[config.mk]
export PLATFORM = sky130hd
export DESIGN_NAME = wb_pipe_reg
export DESIGN_NICKNAME = d
export VERILOG_FILES = /design/src/rtl/wb_pipe_reg.sv
export SDC_FILE = /design/constraint.sdc
export NUM_CORES = 1
export LEC_CHECK = 0
export CORE_ASPECT_RATIO = 0.6
export CORE_MARGIN = 2
export CORE_UTILIZATION = 40
export CTS_BUF_LIST = sky130_fd_sc_hd__clkbuf_4 sky130_fd_sc_hd__clkbuf_8 sky130_fd_sc_hd__clkbuf_16
export CTS_CLUSTER_SIZE = 20
export DETAILED_ROUTE_END_ITERATION = 8
export GPL_TIMING_DRIVEN = 0
export PLACE_DENSITY = 0.9
export SKIP_LAST_GASP = 1
export SYNTH_ARGS = -nofsm -noshare
export SYNTH_HDL_FRONTEND = slang
export SYNTH_SLANG_ARGS = --single-unit
[constraint.sdc]
create_clock -name clk -period 2.6 [get_ports clk]
set_clock_uncertainty 0.2 [all_clocks]
set_input_delay 0.78 -clock clk [delete_from_list [all_inputs] [get_ports clk]]
set_output_delay 0.78 -clock clk [all_outputs]
set_load 0.05 [all_outputs]
[src/rtl/wb_pipe_reg.sv]
`default_nettype none
// ============================================================================
// Module      : wb_pipe_reg
// Description : Multi-lane MEM->WB pipeline register with stall tap, flush,
//               x0 write suppression, same-cycle lane-conflict resolution and
//               a saturating bubble counter.
// Revision    : 1.0 - initial release
// ============================================================================
module wb_pipe_reg #(
  parameter int LANES  = 2,
  parameter int ADDR_W = 5,
  parameter int DATA_W = 32,
  parameter int STAGE  = 4,
  parameter int CNT_W  = 16
) (
  input  logic                      clk,
  input  logic                      rst,
  input  logic [5:0]                stall,
  input  logic                      flush,
  input  logic [LANES*ADDR_W-1:0]   mem_wd,
  input  logic [LANES-1:0]          mem_wreg,
  input  logic [LANES*DATA_W-1:0]   mem_wdata,
  output logic [LANES*ADDR_W-1:0]   wb_wd,
  output logic [LANES-1:0]          wb_wreg,
  output logic [LANES*DATA_W-1:0]   wb_wdata,
  output logic                      wb_valid,
  output logic [CNT_W-1:0]          bubble_cnt
);

  localparam logic [CNT_W-1:0] c_cnt_max = '1;

  logic [LANES*ADDR_W-1:0] r_wd;
  logic [LANES-1:0]        r_wreg;
  logic [LANES*DATA_W-1:0] r_wdata;
  logic                    r_valid;
  logic [CNT_W-1:0]        r_cnt;

  logic [LANES-1:0]        w_wreg_eff;
  logic [LANES-1:0]        w_wreg_cap;
  logic                    w_stall_here;
  logic                    w_stall_next;
  logic                    w_bubble;
  logic                    w_unused_stall;

  assign w_stall_here   = stall[STAGE];
  assign w_stall_next   = stall[STAGE+1];
  // Downstream still moving while we stop: a bubble must be inserted.
  assign w_bubble       = flush | (w_stall_here & ~w_stall_next);
  // Only two bits of the stall vector matter to this stage.
  assign w_unused_stall = ^stall;

  // Per-lane effective write enable: drop writes that target x0.
  genvar gi;
  generate
    for (gi = 0; gi < LANES; gi++) begin : g_eff
      assign w_wreg_eff[gi] = mem_wreg[gi] & (mem_wd[gi*ADDR_W +: ADDR_W] != '0);
    end
  endgenerate

  // Conflict resolution: a lower lane loses to any higher lane writing the same register.
  always_comb begin
    w_wreg_cap = w_wreg_eff;
    for (int i = 0; i < LANES; i++) begin
      for (int j = i + 1; j < LANES; j++) begin
        if (w_wreg_eff[i] && w_wreg_eff[j] &&
            (mem_wd[i*ADDR_W +: ADDR_W] == mem_wd[j*ADDR_W +: ADDR_W])) begin
          w_wreg_cap[i] = 1'b0;
        end
      end
    end
  end

  // Pipeline register: reset > flush/bubble > load > hold.
  always_ff @(posedge clk) begin
    if (rst) begin
      r_wd    <= '0;
      r_wreg  <= '0;
      r_wdata <= '0;
      r_valid <= 1'b0;
      r_cnt   <= '0;
    end else if (w_bubble) begin
      r_wd    <= '0;
      r_wreg  <= '0;
      r_wdata <= '0;
      r_valid <= 1'b0;
      if (r_cnt != c_cnt_max) begin
        r_cnt <= r_cnt + CNT_W'(1);
      end
    end else if (!w_stall_here) begin
      r_wd    <= mem_wd;
      r_wreg  <= w_wreg_cap;
      r_wdata <= mem_wdata;
      r_valid <= 1'b1;
    end
  end

  assign wb_wd      = r_wd;
  assign wb_wreg    = r_wreg;
  assign wb_wdata   = r_wdata;
  assign wb_valid   = r_valid;
  assign bubble_cnt = r_cnt;

endmodule
`default_nettype wire

==> flow_metrics.tcl <==
set metrics [dict create \
    outcome "completed" \
    diodes 0 \
    cts_tree "built" \
    wl_met2_um 5080 \
    clockRootBuffer "clkbuf_16" \
    port_buffers 171 \
    leakagePower_nw 2.40 \
    drt-initial-drc-count 203 \
    overflow 0 \
    routed.top_layer "met4" \
    hpwlAfterDp_um 8000 \
    clock_latency_ps 330 \
    p_per_area_nw_per_um2 602 \
    post_cts_buffers 0 \
    cp-startpoint "bubble_cnt[1]" \
    syn-instance-count 362 \
    netlist.area_leader.share_pct 51.0 \
    cts.htree.levels 3 \
    cp-start-kind "flip-flop" \
    m1WireLength_um 4530 \
    critPathKind "reg -> out" \
    syn-num-nets 448 \
    cts_sinks 93 \
    antenna_found_initial 0 \
    setup_violations 0 \
    area_growth_pct 60.6 \
    ys.flop_type "dfxtp_1" \
    cts_buffers 9 \
    cts.path.max_buffers 2 \
    hold_violations 0 \
    coreArea_um2 8690 \
    grt_max_degree 15 \
    path_buf_inv 1 \
    viasPerCell 5.12 \
    period_minus_slack_ps 2550 \
    std_cell_rows 26 \
    ir_drop_v 0.000440 \
    required_ps 1620 \
    grt_pass1_vias 3309 \
    worstPathMaxFanout 5 \
    dr.pass1.iters 4 \
    num_io_pins 178 \
    yosys-top-cells-area "dfxtp_1 51%, mux2i_1 20%, nor2_1 7.8%" \
    power_mw 3.52 \
    fin_util_pct 67.4 \
    netlist_area_um2 3650 \
    pre_cts_slack_ps -198 \
    cpMaxStageDelayCell "clkdlybuf4s50_1" \
    antenna_violating_nets_post_route 0 \
    fin_nets 629 \
    slew_viol_final 0 \
    synth_cell_types 33 \
    yosysWarnings 0 \
    min_from "wb_valid" \
    critPathMaxStageDelay_ps 830 \
    grt_usage_pct 21.5 \
    synth_seq_area_share_pct 51.0 \
    crit_family "buffers and inverters" \
    ctsHoldBuffers 0 \
    synth_commonest_cells "93 x dfxtp_1, 76 x nor2_1, 74 x mux2i_1" \
    slew_headroom_pct 53.4 \
    finalWirelength_um 10600 \
    yosysMostFrequentCell "dfxtp_1" \
    tightest_slew_ps 698 \
    globalplace.congestion 0.900 \
    grt_pass1_wl_um 16800 \
    die_height_um 78.0 \
    arrival_ps 1570 \
    post_cts_resized 5 \
    wl_per_cell_um 16.1 \
    rsz0062_at_grt "false" \
    async_reset_ff_share_pct 0 \
    fin_crit_sh_pct 98.2 \
    crit_chain "clkdlybuf4s50_1" \
    syn_area_per_cell_um2 10.1 \
    cap_violations 0 \
    path_clk_slew_ps 60 \
    r2r_start "bubble_cnt[0]" \
    ys_seq_elements 93 \
    die-area_um2 9920 \
    drc_errors 0 \
    fmax_ghz 0.391 \
    synth_edf_count 0 \
    yosysTopAreaCell "dfxtp_1" \
    die_w_um 127 \
    met3_length_um 750 \
    worst_slack_ps 45.5 \
    crit_path_end_kind "output port" \
    drive_gt1_share_pct 5.49 \
    initial_core_util_pct 42.0 \
    vias 3371 \
    hold_class "reg -> reg" \
]
## final timing paths
kind	endpoint	cells past startpoint	slack [ps]
worst max-delay path	bubble_cnt[1]	1	50
worst min register to register	wb_valid	2	270
worst max register to register	bubble_cnt[3]	7	630
worst min-delay path	wb_valid	2	270
## per-stage QoR
step                      instance area [µm²]  instances  hold WS, ps  setup TNS, ps
after floorplan                          3650        362          468              0
after global placement                   5500        645          239          -6690
after detailed placement                 5500        645          256          -9960
after CTS                                5840        659          277              0
after global routing                     5860        658          306              0
final                                    5860        658          268              0
## cell families (layout without fill, tap and decap cells)
logic type	count (synthesis)	count (layout)	share of synthesized area [%]
XOR/XNOR	5	5	1.20
AO/OA/AOI/OAI	43	43	7.62
AND/OR/NAND/NOR	120	120	16.0
adder cells (fa/ha/maj)	1	1	0.343
flip-flops	93	93	51.0
multiplexers	74	74	20.3
buffers and inverters	26	210	3.53
## report_power, final
part,switching [mW],internal [mW]
logic,0.265,0.234
clock network,0.519,1.02
registers,0.0218,1.46
total,0.806,2.72
## placed cells by master, fill, tap and decap left out, drive strengths merged, types with 2 or more instances in the layout
cell type | synthesis | final
mux2i | 74 | 74
dlymetal6s2s | 0 | 6
and3 | 3 | 3
xor2 | 3 | 3
nand3 | 4 | 4
o31ai | 11 | 11
clkdlybuf4s50 | 0 | 160
dfxtp | 93 | 93
nand4 | 4 | 4
and4 | 2 | 2
a21oi | 18 | 18
buf | 11 | 11
nor2 | 76 | 76
nand2 | 7 | 7
dlygate4sd2 | 0 | 5
xnor2 | 2 | 2
o211ai | 3 | 3
o21ai | 8 | 8
or3 | 5 | 5
clkbuf | 13 | 21
or4 | 12 | 12
inv | 2 | 2
bufinv | 0 | 4
## layout make-up
cell class / count / area [µm²]
Fill cell: 670 / 2830
Tap cell: 112 / 140
Inverter: 2 / 7.51
Clock buffer: 9 / 225
Clock inverter: 5 / 125
Sequential cell: 93 / 1860
Multi-Input combinational cell: 243 / 1660
Buffer: 23 / 118
Timing Repair Buffer: 171 / 1720
## state kept, by name, indices dropped and copies added (netlist names)
| signal | flops |
|---|---|
| bubble_cnt | 16 |
| wb_valid | 1 |
| wb_wd | 10 |
| wb_wdata | 64 |
| wb_wreg | 2 |
## metal layers
layer	GRT usage, %	vias up
li1	-	1634
met1	25.3	1583
met2	36.3	133
met3	8.07	21
met4	7.14	0
met5	0	-
No activity file was read; power rests on OpenSTA's default activity.
